[config.mk]
export PLATFORM = sky130hd
export DESIGN_NAME = int_flag_sequencer_flat
export DESIGN_NICKNAME = d
export VERILOG_FILES = /design/src/rtl/int_flag_sequencer_if.sv /design/src/rtl/int_flag_sequencer.sv /design/src/flat_wrapper.sv
export SDC_FILE = /design/constraint.sdc
export NUM_CORES = 1
export LEC_CHECK = 0
export BUFFER_PORTS_ARGS = -buffer_cell sky130_fd_sc_hd__buf_2
export CAP_MARGIN = 10
export CORE_MARGIN = 5
export CORE_UTILIZATION = 34
export DETAILED_ROUTE_END_ITERATION = 10
export PLACE_DENSITY = 0.77
export SETUP_SLACK_MARGIN = 0.3
export SLEW_MARGIN = 20
export SYNTH_ARGS = -nofsm -noshare
export SYNTH_HDL_FRONTEND = slang
export SYNTH_SLANG_ARGS = --single-unit
[constraint.sdc]
create_clock -name clk -period 2 [get_ports clk]
set_input_delay 0.2 -clock clk [delete_from_list [all_inputs] [get_ports clk]]
set_output_delay 0.2 -clock clk [all_outputs]
set_load 0.01 [all_outputs]
[src/rtl/int_flag_sequencer_if.sv]
// -----------------------------------------------------------------------------
// int_flag_sequencer_if
//   Request/acknowledge handshake between the interrupt/trap sequencer and the
//   microcode sequencer.
//
//   int_req     sequencer -> microcode  interrupt/trap request
//   int_vector  sequencer -> microcode  vector, valid while int_req=1
//   int_ack     microcode -> sequencer  request accepted, FLAGS/CS/IP pushed
//
//   master: the interrupt/trap sequencer (int_flag_sequencer)
//   slave : the microcode sequencer
// -----------------------------------------------------------------------------
interface int_flag_sequencer_if;
  logic       int_req;
  logic [7:0] int_vector;
  logic       int_ack;

  modport master (output int_req, output int_vector, input int_ack);
  modport slave  (input int_req, input int_vector, output int_ack);
endinterface

[src/rtl/int_flag_sequencer.sv]
// -----------------------------------------------------------------------------
// int_flag_sequencer
//   At each instruction boundary, picks NMI, maskable interrupt or single-step
//   trap (in that priority), hands the vector to microcode over a req/ack
//   handshake, then spends one cycle clearing IF and TF through the flags
//   register update port. The clear is merged into the microcode/ALU flag
//   write path; TF/IF writes from the sequencer win, all others pass through.
//
// Ports
//   clk               system clock
//   reset             synchronous, active-high reset
//   flags             current flags register (TF = bit 8, IF = bit 9)
//   instr_done        one-cycle pulse at an instruction boundary
//   inhibit           pulse that shadows the next boundary (STI, MOV/POP SS)
//   nmi               synchronised NMI pin, rising-edge sensitive
//   intr              maskable interrupt request, level
//   intr_vector       vector supplied with intr
//   ext_update_flags  flag-update mask from microcode/ALU
//   ext_flags_in      flag values from microcode/ALU
//   bus               req/ack handshake to microcode (master side)
//   update_flags      merged update mask to the flags register
//   flags_in          merged flag values to the flags register
//
// Update-mask bit order (9 writable flags):
//   0 CF, 1 PF, 2 AF, 3 ZF, 4 SF, 5 TF, 6 IF, 7 DF, 8 OF
// -----------------------------------------------------------------------------
module int_flag_sequencer #(
  parameter logic [7:0] NMI_VECTOR  = 8'd2,
  parameter logic [7:0] TRAP_VECTOR = 8'd1
) (
  input  logic                        clk,
  input  logic                        reset,
  input  logic [15:0]                 flags,
  input  logic                        instr_done,
  input  logic                        inhibit,
  input  logic                        nmi,
  input  logic                        intr,
  input  logic [7:0]                  intr_vector,
  input  logic [8:0]                  ext_update_flags,
  input  logic [15:0]                 ext_flags_in,
  int_flag_sequencer_if.master        bus,
  output logic [8:0]                  update_flags,
  output logic [15:0]                 flags_in
);

  localparam int UF_TF = 5;  // TF bit in the update mask
  localparam int UF_IF = 6;  // IF bit in the update mask
  localparam int FL_TF = 8;  // TF bit in the flags word
  localparam int FL_IF = 9;  // IF bit in the flags word

  typedef enum logic [1:0] {
    IDLE  = 2'd0,
    REQ   = 2'd1,
    CLEAR = 2'd2
  } state_t;

  state_t     state_q;
  logic       int_req_q;
  logic [7:0] int_vector_q;
  logic       req_is_nmi_q;
  logic       nmi_prev_q;
  logic       nmi_pending_q;
  logic       shadow_q;
  logic       tf_armed_q;

  logic       nmi_pending_d;
  logic       shadow_d;
  logic       nmi_edge;
  logic       nmi_acked;

  // Only TF and IF of the flags word steer decisions.
  logic       unused_flags;
  assign unused_flags = ^{flags[15:10], flags[7:0]};

  assign nmi_edge  = nmi & ~nmi_prev_q;
  assign nmi_acked = (state_q == REQ) & bus.int_ack & req_is_nmi_q;

  // NOTE: every signal written in always_comb gets a default first, so no
  // path leaves it unassigned and no latch is inferred.
  always_comb begin
    nmi_pending_d = nmi_pending_q;
    if (nmi_acked) nmi_pending_d = 1'b0;
    // A new edge in the acknowledge cycle must not be lost: set wins.
    if (nmi_edge)  nmi_pending_d = 1'b1;

    shadow_d = shadow_q;
    // instr_done outside IDLE is ignored and leaves the shadow alone.
    if (instr_done && state_q == IDLE) shadow_d = 1'b0;
    // Inhibit in the same cycle as a boundary shadows the following one.
    if (inhibit) shadow_d = 1'b1;
  end

  // NOTE: sequential state uses non-blocking assignments only, so every
  // register sees the pre-edge values of the others regardless of order.
  always_ff @(posedge clk) begin
    if (reset) begin
      state_q       <= IDLE;
      int_req_q     <= 1'b0;
      int_vector_q  <= 8'h00;
      req_is_nmi_q  <= 1'b0;
      // Treat NMI as already high so a level held across reset is not taken.
      nmi_prev_q    <= 1'b1;
      nmi_pending_q <= 1'b0;
      shadow_q      <= 1'b0;
      tf_armed_q    <= 1'b0;
    end else begin
      nmi_prev_q    <= nmi;
      nmi_pending_q <= nmi_pending_d;
      shadow_q      <= shadow_d;

      unique case (state_q)
        IDLE: begin
          if (instr_done) begin
            // Arming on the boundary delays a freshly set TF by one
            // instruction, so POPF itself does not trap.
            tf_armed_q <= flags[FL_TF];
            if (!shadow_q) begin
              if (nmi_pending_q) begin
                int_req_q    <= 1'b1;
                int_vector_q <= NMI_VECTOR;
                req_is_nmi_q <= 1'b1;
                state_q      <= REQ;
              end else if (intr && flags[FL_IF]) begin
                int_req_q    <= 1'b1;
                int_vector_q <= intr_vector;
                req_is_nmi_q <= 1'b0;
                state_q      <= REQ;
              end else if (tf_armed_q) begin
                int_req_q    <= 1'b1;
                int_vector_q <= TRAP_VECTOR;
                req_is_nmi_q <= 1'b0;
                state_q      <= REQ;
              end
            end
          end
        end
        REQ: begin
          // Request stays up even if intr drops; only the ack retires it.
          if (bus.int_ack) begin
            int_req_q <= 1'b0;
            state_q   <= CLEAR;
          end
        end
        CLEAR: begin
          // The handler's first instruction must not single-step trap.
          tf_armed_q <= 1'b0;
          state_q    <= IDLE;
        end
        default: state_q <= IDLE;
      endcase
    end
  end

  assign bus.int_req    = int_req_q;
  assign bus.int_vector = int_vector_q;

  // Merge the IF/TF clear into the external flag write path.
  always_comb begin
    update_flags = ext_update_flags;
    flags_in     = ext_flags_in;
    if (state_q == CLEAR) begin
      update_flags[UF_TF] = 1'b1;
      update_flags[UF_IF] = 1'b1;
      flags_in[FL_TF]     = 1'b0;
      flags_in[FL_IF]     = 1'b0;
    end
  end

endmodule

[src/flat_wrapper.sv]
// flat-port wrapper written by rule: the top's interface ports become plain ports
module int_flag_sequencer_flat 
#(
  parameter logic [7:0] NMI_VECTOR  = 8'd2,
  parameter logic [7:0] TRAP_VECTOR = 8'd1
)
  (clk, reset, flags, instr_done, inhibit, nmi, intr, intr_vector, ext_update_flags, ext_flags_in, update_flags, flags_in, bus_int_req, bus_int_vector, bus_int_ack);
  int_flag_sequencer_if bus_i ();
  input  logic clk;
  input  logic reset;
  input  logic [15:0] flags;
  input  logic instr_done;
  input  logic inhibit;
  input  logic nmi;
  input  logic intr;
  input  logic [7:0] intr_vector;
  input  logic [8:0] ext_update_flags;
  input  logic [15:0] ext_flags_in;
  output logic [8:0] update_flags;
  output logic [15:0] flags_in;
  output wire logic [$bits(bus_i.int_req)-1:0] bus_int_req;
  output wire logic [$bits(bus_i.int_vector)-1:0] bus_int_vector;
  input wire logic [$bits(bus_i.int_ack)-1:0] bus_int_ack;
  assign bus_int_req = bus_i.int_req;
  assign bus_int_vector = bus_i.int_vector;
  assign bus_i.int_ack = bus_int_ack;
  int_flag_sequencer #(.NMI_VECTOR(NMI_VECTOR), .TRAP_VECTOR(TRAP_VECTOR)) u_core (.clk(clk), .reset(reset), .flags(flags), .instr_done(instr_done), .inhibit(inhibit), .nmi(nmi), .intr(intr), .intr_vector(intr_vector), .ext_update_flags(ext_update_flags), .ext_flags_in(ext_flags_in), .bus(bus_i), .update_flags(update_flags), .flags_in(flags_in));
endmodule
# == After elaboration in Yosys (flattened, before gate mapping) ==
# Cells that the tools add are included.
# word_totals
register_bits,16
input_bits,56
out_inout_bits,34
elab_cells,59
# op_classes
n_eq_ne,6
muxes,28
n_bitwise,5
reduce_logical,12
# op_table
cell,n
two-way mux 8 bit,3
two-way mux 2 bit,8
two-way mux 1 bit,14
AND reduction 4 bit,2
nonzero test 2 bit,4
!= test 2 bit (second input constant),3
AND reduction 5 bit,1
!= test 4 x 2 -> 1 bit (second input constant),1
one-hot mux 1 bit (2 select lines),2
one-hot mux 2 bit (2 select lines),1
AND 1 bit,3
nonzero test 3 bit,1
equality test 2 x 1 -> 1 bit (second input constant),1
equality test 2 bit (second input constant),1
logical AND 1 bit,2
zero test 2 bit,1
NOT 1 bit,2
AND reduction 2 bit,1

# == Logic depth before layout (Yosys ltp) ==
# Gate-level depths: netlist of the first run.
# logic_depth
ltp_word,6
depth_mapped,4
ltp_nobuf,3

# == Worst setup path before layout of the first run ==
# Ideal clock, no wire load.
# synth_path
kind,reg-to-reg
from,reg u_core.state_q[0]
to,"reg u_core.int_vector_q[1], in the netlist u_core.bus.int_vector[1]"
setup_time_ps,136
t_arrival_ps,1390
t_required_ps,1864
path_slack_ps,474
path_stages_with_launch,5
n_path_buf,1
period_less_slack_ps,1526
path_cell_list,dfxtp_1 > or4b_4 > buf_6 > a2111oi_0 > a211oi_1
# synth_via
elab_chain_cells,2
# synth_rtl
item,line_no,source
from (decl),int_flag_sequencer.sv:57,state_t state_q;
from (signal assigned),int_flag_sequencer.sv:97,state_q <= IDLE;
from (signal assigned),int_flag_sequencer.sv:122,state_q <= REQ;
from (signal assigned),int_flag_sequencer.sv:127,state_q <= REQ;
zero test 2 bit,int_flag_sequencer.sv:111,unique case (state_q)
AND reduction 4 bit (no line),-,
to (signal assigned),int_flag_sequencer.sv:125,int_vector_q <= intr_vector;
to (decl),int_flag_sequencer.sv:59,logic [7:0] int_vector_q;
# No other way between the ends.
# A chain may end at the register's enable or synchronous reset.

# == Final worst setup path of the first run ==
# Ends and elaborated chain as after synthesis.

==> run_results.csv, run 1 <==
group,metric,value,unit
yosys,synth_top_cells_by_count,"21 x buf_4, 16 x dfxtp_1, 13 x a21oi_1",
outcome,status,"finished clean",
clocking,cts.path.max_buffers,2,
placed_design,place_congestion,0.745,
yosys,synth.top_cells.by_area,"dfxtp_1 37%, buf_4 18%, a21oi_1 7.6%",
critical_path,criticalPathCategory,"reg2reg",
yosys,synth_enable_flop_cells,0,
yosys,postSynthCellCount,99,
yosys,yosys_register_bits,16,
critical_path,critPathRequiredTime,2.15,ns
sta,final_hold_viol_count,0,
die,die_area,3620,um^2
critical_path,cp-start-kind,"register",
sta,setup_viol_count_final,0,
routing,route.final.wire_length,2.04,mm
routing,wl_per_cell,14.5,um
grt,global_route.usage.total,11.0,%
yosys,ys_async_sr_fraction,0,%
clocking,clk_pin_slew,0.08,ns
clocking,ctsHoldBuffers,0,
yosys,synth.avg_cell_area,8.64,um^2
yosys,synth.distinct_cells,23,
die,placement_rows,18,
clocking,cts_inserted_buffers,3,
clocking,cts_tree,"yes",
die,initial_core_util,35.2,%
clocking,cts_repair_resizes,0,
routing,post_drt_via_cell_ratio,5.32,
sta,slew_headroom,68.7,%
sta,timing_worst_slew_pin_value,0.458,ns
clocking,cts_post_setup_buffers_inserted,0,
placed_design,port_buffers,33,
cells_and_area,layout-area-overhead-vs-synth,6.58,%
yosys,synth_most_common_cell,"buf_4",
grt,grt.overflow.total,0,
die,die_h,60.2,um
yosys,post_synth_instance_area,856,um^2
critical_path,arrival,1.83,ns
yosys,synth_top_area_share,37.4,%
pwr,leakage,0.000384,uW
critical_path,critical_path_peak_fanout,10,
sta,final_min_period_over_clock_period,84.1,%
yosys,synthesis.yosys.warnings,0,
die,io_pins,90,
grt,wire_length_of_the_first_global_routing_pass,2.90,mm
flow_run,max_cap_violations,0,
sta,period_minus_slack,1.68,ns
pwr,power.ir.vdd_worst,0.288,mV
cells_and_area,layout.area.seq,320,um^2
routing,postRouteAntennaNets,0,
cells_and_area,finish.net_count,169,
clocking,clock_insertion_delay_worst_skew,0.28,ns
routing,remaining_drc_errors,0,
sta,post_route_clock_skew,0.000663,ns
placed_design,preCtsSetupSlack,0.426,ns
sta,setup-tns-final,0,ns
sta,setup_repair_after_global_routing_missed_its_margin,"no",
routing,first_pass_iteration_count_of_the_detailed_router,4,
sta,max_freq,0.594,GHz
sta,layout_setup_ws,0.317,ns
cells_and_area,multi_input_comb_area,340,um^2
routing,detailedRoute.firstIterationViolations,20,
clocking,cts_root_buffer,"clkbuf_4",
pwr,power_density_normalized_to_cell_area,671,nW/um^2
grt,via_count_of_the_first_global_routing_pass,652,
yosys,syn-num-nets,155,
clocking,clock-sinks,16,
critical_path,setup.worst_path.end_class,"register",
die,core,2430,um^2
yosys,synth_flop_cell,"dfxtp_1",
die,fp.dieW,60.2,um
hold_path,class_of_the_tightest_hold_or_removal_check,"in2reg",
yosys,synth_top_cell_by_area,"dfxtp_1",
routing,via_count,750,
sta,report.final.slew_viol_count,0,
cells_and_area,final_layout_size_suffix_gt1_share,38.7,%
cells_and_area,num_antenna_cells,0,
yosys,sequential_element_share_of_the_synthesized_area,37.4,%
cells_and_area,nFillCells,268,
grt,grt_start_max_net_pins,17,
clocking,cts.htree.levels,1,
grt,antenna_found_initial,0,
==> path summary, 6_finish.rpt <==
path	start	to	slack [ns]	cells after the start
worst min-delay path	nmi	u_core.nmi_prev_q$_SDFF_PP1_	0.12	2
worst min register to register	u_core.bus.int_req$_SDFFE_PP0P_	u_core.bus.int_req$_SDFFE_PP0P_	0.46	2
worst max-delay path	u_core.state_q[0]$_SDFFE_PP0P_	u_core.bus.int_vector[1]$_SDFFE_PP0P_	0.32	3
worst max register to register	u_core.state_q[0]$_SDFFE_PP0P_	u_core.bus.int_vector[1]$_SDFFE_PP0P_	0.32	3
==> cells in the final DEF (no fill, tap or decap) <==
master and n:
and2_1 2, nor2_1 4, nand3_1 1, or2_2 1
buf_4 2, nand2b_1 5, inv_1 3, o21ai_0 10
a21oi_1 13, nand3b_1 1, clkbuf_4 3, nand2_1 2
dfxtp_1 16, a211oi_1 2, buf_2 33, or3b_2 2
nand4b_1 6, nor4b_2 1, or4b_4 1, and2_0 1
a2111o_1 1, a2111oi_0 1
==> flip-flops by register name, indices dropped and copies added (netlist names) <==
signal / cells
u_core.nmi_prev_q: 1
u_core.tf_armed_q: 1
u_core.req_is_nmi_q: 1
u_core.nmi_pending_q: 1
u_core.bus.int_vector: 8
u_core.state_q: 2
u_core.shadow_q: 1
u_core.bus.int_req: 1
==> cell type report <==
| class | count | share of cell area [%] |
|---|---|---|
| inverter | 3 | 1.23 |
| sequential | 16 | 35.1 |
| tap | 30 | 4.12 |
| multi-input combinational | 54 | 37.3 |
| timing repair buffer | 35 | 19.8 |
| clock buffer | 3 | 2.47 |
==> per-stage QoR <==
step           instances  hold slack (ns)  total power (uW)  utilization [%]  cell area [um^2]
2_1_floorplan         99            0.269               453                -               856
3_5_place_dp         138            0.400               458             36.6               890
6_report             141            0.120               612             37.5               912
3_3_place_gp         138            0.400               453             36.6               890
4_1_cts              141            0.118               619             37.5               912
5_1_grt              141            0.120               648             37.5               912
==> critical path: stages, from the launching register on <==
cell and delay [ns]:
dfxtp_1 0.38, or4b_4 0.61, a2111oi_0 0.46, a211oi_1 0.10
==> power breakdown <==
part           switching, uW  internal [uW]  total (uW)
clock network           91.6           69.8         161
registers               11.2            333         345
logic                   54.2           51.8         106
total                    157            455         612
==> cells by family after synthesis <==
group / after synthesis / synth area share [%]
flops: 16 / 37.4
buf+inv: 29 / 22.8
simple gates: 27 / 22.2
compound gates: 27 / 17.5
==> metal layers <==
metal | GRT usage [%] | vias to the layer above | share of wire, %
li1 | - | 347 | -
met1 | 10.7 | 338 | 33
met2 | 18.2 | 41 | 49
met3 | 4.10 | 24 | 12
met4 | 9.18 | 0 | 5.8
met5 | 0 | - | 0
Note: power is estimated with default switching activity, not from simulation.
==> inputs of run 2 (changes only) <==
- CORE_UTILIZATION: 34 -> 31
- PLACE_DENSITY: 0.77 -> 0.74
- clock period: 2 -> 1.49 ns (I/O delays scaled with it)
==> run 2 against run 1 <==
Power up 55%. First-iteration DRC count increased by 110%. Register-to-register slack worse by 0.24 ns. Critical path type unchanged.
==> run_results.csv, run 2 (synthesized netlist as in run 1, its figures left out) <==
group,metric,value,unit
sta,setup_repair_after_global_routing_missed_its_margin,"yes",
outcome,status,"finished clean",
die,die_area,3910,um^2
routing,route.final.wire_length,2.21,mm
grt,grt_start_max_net_pins,17,
clocking,ctsHoldBuffers,0,
critical_path,critical_path.slowest_cell,"or4b_4",
critical_path,worstPathCellList,"or4b_4 -> a2111oi_4 -> a211oi_1",
cells_and_area,num_antenna_cells,0,
die,core,2710,um^2
sta,setup_viol_count_final,0,
cells_and_area,finish.cell_count_without_fillers,153,
placed_design,port_buffers,33,
die,fp.dieW,62.5,um
routing,detailedRoute.firstIterationViolations,42,
critical_path,critical_path_peak_fanout,5,
sta,report.final.slew_viol_count,0,
cells_and_area,commonest_non_fill_non_tap_cells_in_the_layout,"31 x buf_2, 13 x a21oi_1, 13 x dfxtp_1",
clocking,cts_root_buffer,"clkbuf_4",
cells_and_area,most_common_cell_after_layout_fill_and_taps_aside,"buf_2",
cells_and_area,largest_register_ff_count,8,
clocking,cts_tree,"yes",
clocking,cts.path.max_buffers,2,
die,initial_core_util,31.6,%
grt,wire_length_of_the_first_global_routing_pass,3.75,mm
die,die_h,62.5,um
sta,final_min_period_over_clock_period,94.9,%
die,io_pins,90,
routing,first_pass_iteration_count_of_the_detailed_router,4,
critical_path,setup.worst_path.end_class,"register",
flow_run,max_cap_violations,0,
pwr,power_density_normalized_to_cell_area,876,nW/um^2
clocking,clock_insertion_delay_worst_skew,0.28,ns
hold_path,class_of_the_tightest_hold_or_removal_check,"in2reg",
critical_path,cpPeakStageDelay,0.58,ns
critical_path,cp-start-kind,"register",
sta,final_hold_viol_count,0,
clocking,clock-sinks,16,
grt,via_count_of_the_first_global_routing_pass,817,
critical_path,arrival,1.58,ns
routing,post_drt_via_cell_ratio,5.07,
critical_path,path_buf_inv,0,
critical_path,criticalPathCategory,"reg2reg",
placed_design,place.detailed.instances,143,
grt,global_route.usage.total,11.6,%
clocking,cts.htree.levels,1,
sta,layout_setup_ws,0.0756,ns
sta,setup-tns-final,0,ns
grt,grt.overflow.total,0,
sta,max_freq,0.707,GHz
sta,slew_headroom,81.2,%
clocking,clk_pin_slew,0.10,ns
critical_path,cp_delay_by_family_top,"simple AND/OR/NAND/NOR gates",
cells_and_area,finish.net_count,179,
pwr,fin_total_pwr,947,uW
placed_design,preCtsSetupSlack,0.0616,ns
cells_and_area,final_layout_size_suffix_gt1_share,50.8,%
routing,wl_per_cell,14.4,um
sta,period_minus_slack,1.41,ns
cells_and_area,final_cell_area,1080,um^2
pwr,leakage,0.000465,uW
die,placement_rows,19,
pwr,power.ir.vdd_worst,0.428,mV
routing,postRouteAntennaNets,0,
routing,remaining_drc_errors,0,
placed_design,place_congestion,0.705,
clocking,cts_inserted_buffers,3,
grt,antenna_found_initial,0,
routing,via_count,776,
cells_and_area,layout-area-overhead-vs-synth,26.3,%
sta,timing_worst_slew_pin_value,0.281,ns
sta,post_route_clock_skew,0.00310,ns
critical_path,critPathRequiredTime,1.66,ns
placed_design,placement.cell_area,943,um^2
placed_design,hpwlAfterDp,1.57,mm
-- run 2: cell types whose count changed in the layout (fill, tap and decap cells not counted), sizes merged --
cell	before	now
buf	35	44
clkbuf	3	4
or4b	1	2
-- run 2: path summary, 6_finish.rpt --
path / start / cells after the start / endpoint / slack [ns]
setup / recovery: u_core.state_q[1]$_SDFFE_PP0P_ / 3 / u_core.bus.int_vector[1]$_SDFFE_PP0P_ / 0.08
hold / removal: nmi / 2 / u_core.nmi_prev_q$_SDFF_PP1_ / 0.07
setup reg to reg: u_core.state_q[1]$_SDFFE_PP0P_ / 3 / u_core.bus.int_vector[1]$_SDFFE_PP0P_ / 0.08
hold reg to reg: u_core.bus.int_req$_SDFFE_PP0P_ / 2 / u_core.bus.int_req$_SDFFE_PP0P_ / 0.46
-- run 2: per-layer routing --
metal / GRT usage, % / share of wire (%) / vias to the layer above
met5: 0 / 0 / -
met4: 4.51 / 0.63 / 0
met3: 4.68 / 9.0 / 4
met2: 19.6 / 48 / 36
met1: 12.9 / 42 / 362
li1: - / - / 374
-- run 2: per-stage QoR --
step                hold slack (ns)  util, %
floorplan                     0.208        -
global placement              0.298     34.8
detailed placement            0.298     34.8
CTS                          0.0589     39.2
global route                 0.0613     39.9
finish                       0.0672     39.9
-- run 2: worst reg2reg max path, delay by kind of cell (launching register included) --
family           cells  cell delay, ns
AO/OA/AOI/OAI        2            0.37
AND/OR/NAND/NOR      1            0.58
flip-flops           1            0.34
-- run 2: power breakdown --
group / total [uW] / switching [uW] / internal (uW)
combinational: 202 / 94.9 / 107
sequential: 458 / 11.0 / 447
clock: 287 / 139 / 149
total: 947 / 244 / 702
-- run 2: final cells by class --
type / instances / area, um^2
clock buffer: 4 / 36.3
sequential: 16 / 329
timing repair buffer: 44 / 268
fill: 291 / 1630
inverter: 3 / 11.3
tap: 31 / 38.8
multi-input combinational: 55 / 398
-- run 2: repair_timing --
| action | 4_1_cts | 5_1_grt |
|---|---|---|
| resized for setup | 11 | 4 |
| cloned | 1 | 0 |
| endpoints found under the setup margin | 15 | 17 |
| setup buffers | 4 | 1 |
| pin swaps | 10 | 4 |
==> inputs of run 3 (changes only) <==
- CTS_BUF_LIST: not set -> sky130_fd_sc_hd__clkbuf_16
==> run 3 against run 2 <==
First-iteration DRC count down 71%. Combinational power about the same. Sequential power about the same. Critical path depth unchanged. Global-route usage about the same. Worst hold slack better by 0.044 ns. Fmax up 0.90%. Routed wire length down 0.63%. Via count down 2.7%. Non-clock buffer count down 1. Largest cell class unchanged.
==> run_results.csv, run 3 (synthesized netlist as in run 1, its figures left out) <==
group,metric,value,unit
die,core,2710,um^2
grt,use_met1,12.9,%
sta,report.final.slew_viol_count,0,
cells_and_area,num_antenna_cells,0,
sta,slew_headroom,80.9,%
hold_path,class_of_the_tightest_hold_or_removal_check,"in2reg",
cells_and_area,commonest_non_fill_non_tap_cells_in_the_layout,"31 x buf_2, 13 x a21oi_1, 13 x dfxtp_1",
grt,wire_length_of_the_first_global_routing_pass,3.74,mm
sta,final_min_period_over_clock_period,94.1,%
routing,wl_per_cell,14.4,um
grt,grt_start_max_net_pins,17,
sta,setup_repair_after_global_routing_missed_its_margin,"yes",
cells_and_area,multi_input_comb_area,399,um^2
die,fp.dieW,62.5,um
clocking,clk_pin_slew,0.05,ns
die,initial_core_util,31.6,%
routing,via_count,755,
routing,detailedRoute.firstIterationViolations,12,
cells_and_area,final_util,41.2,%
critical_path,setup.worst_path.end_class,"register",
die,io_pins,90,
cells_and_area,layout-area-overhead-vs-synth,30.6,%
critical_path,criticalPathCategory,"reg2reg",
cells_and_area,finish.cell_count_without_fillers,152,
flow_run,max_cap_violations,0,
grt,global_route.usage.total,11.6,%
clocking,clock_insertion_delay_worst_skew,0.24,ns
grt,antenna_found_initial,0,
pwr,power_density_normalized_to_cell_area,1050,nW/um^2
cells_and_area,layout.area.seq,329,um^2
sta,timing_worst_slew_pin_value,0.286,ns
die,placement_rows,19,
placed_design,place_congestion,0.705,
routing,first_pass_iteration_count_of_the_detailed_router,4,
routing,remaining_drc_errors,0,
critical_path,capture_point_of_the_worst_reg_to_reg_path,"u_core.bus.int_vector[1]$_SDFFE_PP0P_",
grt,via_count_of_the_first_global_routing_pass,798,
grt,grt_util_met3,4.68,%
cells_and_area,final_cell_area,1120,um^2
clocking,cts.path.max_buffers,2,
hold_path,hold_path_end,"u_core.nmi_prev_q$_SDFF_PP1_",
clocking,clock-sinks,16,
hold_path,holdPathStages,2,
routing,route.final.wire_length,2.19,mm
critical_path,critical_path_peak_fanout,5,
sta,max_freq,0.713,GHz
routing,post_drt_via_cell_ratio,4.97,
clocking,cts.htree.levels,1,
sta,worst_hold_slack,0.111,ns
critical_path,timing.critical_path.from,"u_core.shadow_q$_SDFFE_PP0P_",
die,die_area,3910,um^2
clocking,cts_root_buffer,"clkbuf_16",
critical_path,reg2reg_setup_slack,0.09,ns
placed_design,place.detailed.instances,143,
cells_and_area,most_common_cell_after_layout_fill_and_taps_aside,"buf_2",
critical_path,worst-r2r-cell-count,3,
cells_and_area,finish.net_count,178,
critical_path,cp-start-kind,"register",
sta,setup_viol_count_final,0,
sta,final_hold_viol_count,0,
critical_path,arrival,1.52,ns
clocking,cts_tree,"yes",
routing,postRouteAntennaNets,0,
placed_design,hpwlAfterDp,1.57,mm
grt,use_met2,19.4,%
sta,setup-tns-final,0,ns
grt,grt-busiest-layer,"met2",
grt,grt.overflow.total,0,
cells_and_area,largest_register_ff_count,8,
critical_path,critPathRequiredTime,1.61,ns
critical_path,launch_point_of_the_worst_reg_to_reg_path,"u_core.shadow_q$_SDFFE_PP0P_",
die,die_h,62.5,um
cells_and_area,nFillCells,275,
pwr,leakage,0.000478,uW
outcome,status,"finished clean",
sta,period_minus_slack,1.40,ns
hold_path,min_from,"nmi",
cells_and_area,final_layout_size_suffix_gt1_share,49.6,%
placed_design,placement.cell_area,943,um^2
pwr,power.ir.vdd_worst,0.526,mV
placed_design,port_buffers,33,
clocking,cts_inserted_buffers,3,
sta,post_route_clock_skew,0.00131,ns
-- run 3: what timing repair did --
action | in CTS | in global routing
gates cloned | 1 | 1
gates resized for setup | 13 | 4
setup buffers | 3 | 0
endpoints found under the setup margin | 15 | 17
pin swaps | 15 | 2
hold buffers | 0 | 0
-- run 3: per-layer routing --
metal / routed length [um] / part of all wire [%]
met2: 1060 / 48
met5: 0 / 0
met3: 211 / 9.6
met4: 18 / 0.82
met1: 904 / 41
-- run 3: worst max path at each step --
stage / depth (start not counted) / slack [ns] / end
global placement: 3 / 0.07 / u_core.bus.int_vector[0]$_SDFFE_PP0P_
CTS: 3 / 0.08 / u_core.bus.int_vector[0]$_SDFFE_PP0P_
global route: 3 / 0.02 / u_core.bus.int_vector[0]$_SDFFE_PP0P_
detailed placement: 3 / 0.06 / u_core.bus.int_vector[0]$_SDFFE_PP0P_
finish: 3 / 0.09 / u_core.bus.int_vector[1]$_SDFFE_PP0P_
floorplan: 4 / 0.03 / u_core.bus.int_vector[0]$_SDFFE_PP0P_
-- run 3: area by class of cell --
class	count	area share (%)
Clock buffer	3	6.72
Multi-Input combinational cell	55	35.7
Clock inverter	1	0.336
Tap cell	31	3.47
Inverter	3	1.01
Sequential cell	16	29.5
Timing Repair Buffer	43	23.3
-- run 3: per-stage QoR --
step                      setup WS, ns  power, uW
final                           0.0883       1170
after global routing            0.0240       1240
after CTS                       0.0790       1170
after detailed placement        0.0616        630
after global placement          0.0732        627
after floorplan                 0.0339        616
-- run 3: power by group --
part | internal, uW | switching (uW)
Combinational | 104 | 94.7
Clock | 355 | 159
Sequential | 448 | 11.0
-- run 3: worst max-delay path, cell delays in order (launching register included) --
cell,delay [ns]
dfxtp_4,0.34
or4b_4,0.57
a2111oi_4,0.29
a211oi_1,0.08
